**src/rtl/mestre_end_i2c.sv**
```systemverilog
// I2C master address transmitter: START, 7-bit address + R/W, ACK sample, STOP.
// SCL is derived from clk by a quarter-period counter; all bus outputs are registered.
module mestre_end_i2c #(
   parameter int unsigned DIV = 4
) (
   input  logic       clk,
   input  logic       reset,
   input  logic       iniciar,
   input  logic [6:0] endereco,
   input  logic       leitura,
   input  logic       sda_in,
   output logic       scl,
   output logic       sda_out,
   output logic       sda_oe,
   output logic       ocupado,
   output logic       concluido,
   output logic       ack_ok
);

   localparam int unsigned CNT_W = (DIV > 1) ? $clog2(DIV) : 1;
   localparam int unsigned QTR_W = 2;
   localparam int unsigned BIT_W = 3;
   localparam int unsigned SR_W  = 8;

   typedef enum logic [2:0] {
      ST_IDLE,
      ST_START,
      ST_BIT,
      ST_ACK,
      ST_STOP,
      ST_DONE
   } state_t;

   state_t             state_q, state_d;
   logic [CNT_W-1:0]   cnt_q, cnt_d;
   logic [QTR_W-1:0]   qtr_q, qtr_d;
   logic [BIT_W-1:0]   bit_q, bit_d;
   logic [SR_W-1:0]    sreg_q, sreg_d;
   logic               ocupado_q, ocupado_d;
   logic               concluido_q, concluido_d;
   logic               ack_ok_q, ack_ok_d;
   logic               scl_q, scl_d;
   logic               sda_q, sda_d;
   logic               oe_q, oe_d;
   logic               qtr_end;
   logic               timed;

   assign qtr_end = (cnt_q == CNT_W'(DIV - 1));
   assign timed   = (state_q == ST_START) || (state_q == ST_BIT) ||
                    (state_q == ST_ACK)   || (state_q == ST_STOP);

   // State, counters and registered outputs; reset leaves the bus idle immediately.
   always_ff @(posedge clk or negedge reset) begin
      if (!reset) begin
         state_q     <= ST_IDLE;
         cnt_q       <= '0;
         qtr_q       <= '0;
         bit_q       <= '0;
         sreg_q      <= '0;
         ocupado_q   <= 1'b0;
         concluido_q <= 1'b0;
         ack_ok_q    <= 1'b0;
         scl_q       <= 1'b1;
         sda_q       <= 1'b1;
         oe_q        <= 1'b1;
      end else begin
         state_q     <= state_d;
         cnt_q       <= cnt_d;
         qtr_q       <= qtr_d;
         bit_q       <= bit_d;
         sreg_q      <= sreg_d;
         ocupado_q   <= ocupado_d;
         concluido_q <= concluido_d;
         ack_ok_q    <= ack_ok_d;
         scl_q       <= scl_d;
         sda_q       <= sda_d;
         oe_q        <= oe_d;
      end
   end

   // Next-state: quarter timing, phase sequencing, shift register and status flags.
   always_comb begin
      state_d     = state_q;
      cnt_d       = cnt_q;
      qtr_d       = qtr_q;
      bit_d       = bit_q;
      sreg_d      = sreg_q;
      ocupado_d   = ocupado_q;
      concluido_d = 1'b0;
      ack_ok_d    = ack_ok_q;

      if (timed) begin
         cnt_d = qtr_end ? '0 : cnt_q + CNT_W'(1);
         if (qtr_end) begin
            qtr_d = qtr_q + QTR_W'(1);
         end
      end

      case (state_q)
         ST_IDLE: begin
            if (iniciar) begin
               state_d   = ST_START;
               cnt_d     = '0;
               qtr_d     = '0;
               bit_d     = '0;
               sreg_d    = {endereco, leitura};
               ocupado_d = 1'b1;
               ack_ok_d  = 1'b0;
            end
         end
         ST_START: begin
            if (qtr_end && (qtr_q == QTR_W'(1))) begin
               state_d = ST_BIT;
               qtr_d   = '0;
            end
         end
         ST_BIT: begin
            if (qtr_end && (qtr_q == QTR_W'(3))) begin
               sreg_d = {sreg_q[SR_W-2:0], 1'b0};
               if (bit_q == BIT_W'(7)) begin
                  state_d = ST_ACK;
               end else begin
                  bit_d = bit_q + BIT_W'(1);
               end
            end
         end
         ST_ACK: begin
            // Sample the slave response in the middle of the SCL-high half.
            if (qtr_end && (qtr_q == QTR_W'(2))) begin
               ack_ok_d = ~sda_in;
            end
            if (qtr_end && (qtr_q == QTR_W'(3))) begin
               state_d = ST_STOP;
            end
         end
         ST_STOP: begin
            if (qtr_end && (qtr_q == QTR_W'(3))) begin
               state_d     = ST_DONE;
               ocupado_d   = 1'b0;
               concluido_d = 1'b1;
            end
         end
         ST_DONE: begin
            state_d = ST_IDLE;
         end
         default: begin
            state_d = ST_IDLE;
         end
      endcase
   end

   // Bus levels decoded from the upcoming state/quarter so they register alongside it.
   always_comb begin
      scl_d = 1'b1;
      sda_d = 1'b1;
      oe_d  = 1'b1;
      case (state_d)
         ST_START: begin
            sda_d = 1'b0;
         end
         ST_BIT: begin
            scl_d = qtr_d[1];
            sda_d = sreg_d[SR_W-1];
         end
         ST_ACK: begin
            scl_d = qtr_d[1];
            oe_d  = 1'b0;
         end
         ST_STOP: begin
            scl_d = qtr_d[1];
            sda_d = (qtr_d == QTR_W'(3));
         end
         default: begin
            scl_d = 1'b1;
            sda_d = 1'b1;
            oe_d  = 1'b1;
         end
      endcase
   end

   assign scl       = scl_q;
   assign sda_out   = sda_q;
   assign sda_oe    = oe_q;
   assign ocupado   = ocupado_q;
   assign concluido = concluido_q;
   assign ack_ok    = ack_ok_q;

endmodule

```
**config.mk**
```make
export PLATFORM = sky130hd
export DESIGN_NAME = mestre_end_i2c
export DESIGN_NICKNAME = d
export VERILOG_FILES = /design/src/rtl/mestre_end_i2c.sv
export SDC_FILE = /design/constraint.sdc
export NUM_CORES = 1
export LEC_CHECK = 0
export CAP_MARGIN = 20
export CORE_MARGIN = 4
export CORE_UTILIZATION = 35
export DETAILED_ROUTE_END_ITERATION = 16
export GPL_TIMING_DRIVEN = 0
export MAX_ROUTING_LAYER = met4
export PLACE_DENSITY_LB_ADDON = 0.08
export SLEW_MARGIN = 20
export SYNTH_ARGS = -nofsm -noshare
export SYNTH_HDL_FRONTEND = slang
export SYNTH_SLANG_ARGS = --single-unit
```
**constraint.sdc**
```tcl
create_clock -name clk -period 2.5 [get_ports clk]
set_clock_uncertainty 0.05 [all_clocks]
set_input_delay 0.75 -clock clk [delete_from_list [all_inputs] [get_ports clk]]
set_output_delay 0.75 -clock clk [all_outputs]
set_load 0.1 [all_outputs]
```
# Yosys cells after proc, flatten, opt, wreduce, memory -nomap -nowiden

Cells that the tools add are included.

Memories: 0
Logic and storage cells: 84
RAM bits: 0
Input port bits: 12
Output and inout port bits: 6
Latch bits: 0
Register bits after elaboration: 24
Memory bits (read-only): 0

Equality and inequality tests: 19
Reductions and logical operators: 15
Bitwise gates (word level): 1
Shift-type cells: 0
$add $sub $neg: 3
$lt $le $gt $ge: 0
Divide/modulo/power cells: 0
Muxes and demuxes: 34
$mul: 0

Operators with widths:

| cell                                                                    | number |
|---|---|
| 3-bit 2-to-1 mux                                                        | 9 |
| 2-bit 2-to-1 mux                                                        | 8 |
| 8-bit 2-to-1 mux                                                        | 2 |
| 8-bit one-hot mux with 2 select lines                                   | 1 |
| 3-bit one-hot mux with 5 select lines                                   | 1 |
| 3-bit by 2-bit == test with 1-bit output, second input constant         | 4 |
| 3-bit == test, second input constant                                    | 3 |
| 3-bit AND reduction                                                     | 3 |
| 2-bit == test, second input constant                                    | 4 |
| 1-bit 2-to-1 mux                                                        | 8 |
| 3-bit by 1-bit == test with 1-bit output, second input constant         | 2 |
| 2-bit by 1-bit inequality test with 1-bit output, second input constant | 3 |
| 3-bit one-hot mux with 2 select lines                                   | 1 |
| 2-bit nonzero test                                                      | 3 |
| 2-bit by 1-bit adder with 2-bit output, second input constant           | 2 |
| 2-bit inequality test, second input constant                            | 2 |
| 1-bit one-hot mux with 2 select lines                                   | 2 |
| 2-bit one-hot mux with 2 select lines                                   | 1 |
| 4-bit AND reduction                                                     | 1 |
| 3-bit by 1-bit adder with 3-bit output, second input constant           | 1 |
| 1-bit logical AND                                                       | 3 |
| 3-bit zero test                                                         | 1 |
| 1-bit logical OR                                                        | 3 |
| 1-bit one-hot mux with 3 select lines                                   | 1 |
| 3 further kinds                                                         | 3 |

# Logic depth before layout (Yosys ltp)

Depth after elaboration: 9
Depth in mapped cells: 7
Depth with buffers taken out: 7

# Least setup slack after synthesis

Ideal clock, no wire load.

Path kind: flip-flop to flip-flop
From: reg, netlist name qtr_q[0]
To: reg cnt_q[0]
Slack: 594 ps
Data required time: 2376 ps
Buffers on the path: 1
Period minus slack after synthesis: 1906 ps
Setup time: 74 ps
Data arrival time: 1782 ps
Cell stages (with the launch flop): 7
Path through: dfrtp_1 -> ha_1 -> and3_4 -> buf_6 -> a211o_4 -> or3_4 -> o21ai_2

RTL lines:

| item                   | RTL line | text |
|---|---|---|
| end signal: assignment | 68       | `cnt_q <= cnt_d;` |
| end: declaration       | 35       | `logic [CNT_W-1:0] cnt_q, cnt_d;` |

# Final worst setup path

From: reg ocupado_q, in the netlist ocupado
To: out ocupado

RTL lines:

| item                     | RTL line | text |
|---|---|---|
| start: declaration       | 39       | `logic ocupado_q, ocupado_d;` |
| start signal: assignment | 72       | `ocupado_q <= ocupado_d;` |
| end: declaration         | 15       | `output logic ocupado,` |

No word-level cell between the ends.

==> impl_metrics.ini <==
[cells_and_area]
final_core_util_pct = 43.9
diodes = 0
area_growth_pct = 19.1
drive_above_1_share_pct = 16.2
register_area_um2 = 604
n_fill_cell = 350
design_area_um2 = 1500
multi_input_area_um2 = 597
fin_nets = 161

[pwr]
total_power_mw = 1.72
power_density_nw_per_um2 = 1150
p_sw_uw = 797
comb_power_share_pct = 51.7
cellLeakagePower_nw = 0.696
power_frac_clock_pct = 11.6
power_frac_seq_pct = 36.7
swShare_pct = 46.3
intPower_uw = 925
ir_drop_mv = 0.763

[global_route]
overflow = 0
grt_max_degree = 25
antenna_found_initial = 0
gr-usage-all-layers_pct = 13.1
grt_pass1_wl_um = 4440
grt_pass1_vias = 955

[floorplan]
die_area_um2 = 4620
die-height_um = 68
initial_core_util_pct = 36.9
rows = 21
coreArea_um2 = 3420
io_pins = 18
die_width_um = 68

[setup_path]
cpMaxStageDelayCell = dlygate4sd2_1
critPathKind = flop to primary output
crit_path_max_incr_delay_ps = 860
crit_required_ps = 1700
critPathBufInv = 1
r2r-start = cnt_q[0]
cp.arrival_ps = 1540
start_kind = flop
r2r_end = sda_out
path_cells = dlygate4sd2_1
r2r_slack_ps = 390
cp_max_fo = 2
cp-end-kind = primary output
worstSetupStartpoint = ocupado
crit_family = buffers and inverters
reg2regPathDepth = 6

[synthesis]
synthFlopType = dfrtp_1
synth_top_cell_area_share_pct = 41.7
yosys_warnings = 0
yosysSeqAreaShare_pct = 48.0
async_flop_share_pct = 100
synth.most_common_cell = dfrtp_1
yosysUniqueCellTypes = 36
syn_nets = 139
ys_ff_latch = 24
synth_edf_count = 0
netlist_area_um2 = 1260
synthTopCellsByCount = 21 x dfrtp_1, 20 x nand2_1, 7 x a22oi_1
syn_avg_cell_area_um2 = 10.4
synthCells = 121
synth_top_area_cell = dfrtp_1
synth_area_leaders = dfrtp_1 42%, dfstp_2 6.3%, ha_1 6.0%

[detailed_routing]
drtIter0Drc = 33
routed_via_density = 4.98
wl_per_cell_um = 13.3
drc_errors = 0
drt_wl_total_um = 2500
firstDrtPassIters = 4
ant_nets = 0
vias = 937

[timing]
maxSlewHeadroom_pct = 36.0
final-max-slew-violation-count = 0
rsz0062_at_grt = false
setup_ws_ps = 159
hold_ws_ps = 353
fmax_ghz = 0.427
post-route-period-util_pct = 93.6
fin_crit_ps = 2340
tightestPinTransition_ps = 964
hold_viol_final = 0
finalSetupViolCount = 0

[cts]
cts.sinks = 24
root_buffer = clkbuf_4
clk_pin_slew_ps = 130
cts_tree = built
numCtsBuffers = 3
htree_num_levels = 1
clockBufferDepth = 2
post-cts-setup-buffers = 0
worstSkewPairLatency_ps = 310

[placement]
io_buffers = 17
hpwlAfterDp_um = 1810
placed_cell_area_um2 = 1480
dp_slack_ps = -178
gp_congestion = 0.711

[run_status]
status = complete, no violations

[hold_path]
hold_path.class = input pin to async pin

[run]
drv_cap = 0
==> power by group through the flow <==
stage | combinational (mW) | clock [mW] | sequential (mW)
after global routing | 0.980 | 0.230 | 0.654
final | 0.890 | 0.201 | 0.632
after floorplan | 0.458 | 0 | 0.899
after CTS | 0.909 | 0.215 | 0.632
after global placement | 0.912 | 0 | 0.634
after detailed placement | 0.926 | 0 | 0.640
==> metrics by stage <==
step                      TNS, ps  cells
after global placement       -265    184
after floorplan                 0    121
after detailed placement     -187    184
final                           0    188
after global routing            0    188
after CTS                       0    188
==> registers in the layout (all words and copies together), names as in the netlist, 2 cells and up <==
signal   count
sreg_q       8
bit_q        3
cnt_q        2
qtr_q        2
state_q      3
==> cells by family (layout without fill, tap and decap cells) <==
kind of cell             after synthesis  count (layout)  share of synthesized area, %
AO/OA/AOI/OAI                         26              26                          15.2
AND/OR/NAND/NOR                       47              47                          20.6
buffers and inverters                 11              32                          4.67
adder cells (fa/ha/maj)                6               6                          5.96
XOR/XNOR                               1               1                         0.695
multiplexers                           6               6                          4.97
flip-flops                            24              24                          48.0
==> routing by layer <==
metal	wire (µm)	track usage, %	part of all wire, %	vias up
li1	-	-	-	472
met1	1240	18.3	50	442
met2	1120	18.9	45	19
met3	105	2.63	4.2	4
met4	29	4.47	1.2	0
met5	0	-	0	-
==> worst max-delay path by stage <==
stage / to / slack (ps) / cells past startpoint
floorplan: cnt_q[0] / 590 / 6
global placement: sda_out / -230 / 6
detailed placement: sda_out / -180 / 6
finish: ocupado / 160 / 1
global route: sda_out / 60 / 6
CTS: sda_out / 9 / 1
==> layout make-up <==
| class | instances | share of cell area [%] |
|---|---|---|
| repair buffers | 17 | 9.76 |
| well taps | 46 | 3.84 |
| plain buffers | 6 | 2.67 |
| multi-input cells | 86 | 39.8 |
| flip-flops and latches | 24 | 40.3 |
| clock buffers | 4 | 2.42 |
| inverters | 5 | 1.25 |
==> cell usage in the layout, fill, tap and decap left out, types with 2 or more instances in the layout <==
master	count
dfrtp_1	21
nand2_1	20
clkdlybuf4s50_1	10
a22oi_1	7
nand3_1	6
nor2_1	6
ha_1	6
inv_1	5
o21ai_0	4
mux2i_1	4
buf_2	3
a21oi_1	3
a22o_1	3
nor2b_1	3
clkbuf_4	3
dlygate4sd2_1	3
clkbuf_2	3
dfstp_2	3
buf_6	2
clkbuf_1	2
mux2_2	2
nand2b_1	2
a31oi_1	2
a21o_1	2
==> repair_timing <==
item / 4_1_cts / 5_1_grt
resized for setup: 9 / 3
hold buffers: 0 / 0
setup endpoints to repair: 6 / 3
gates cloned: 0 / 0
(Power assumes the default switching activity.)
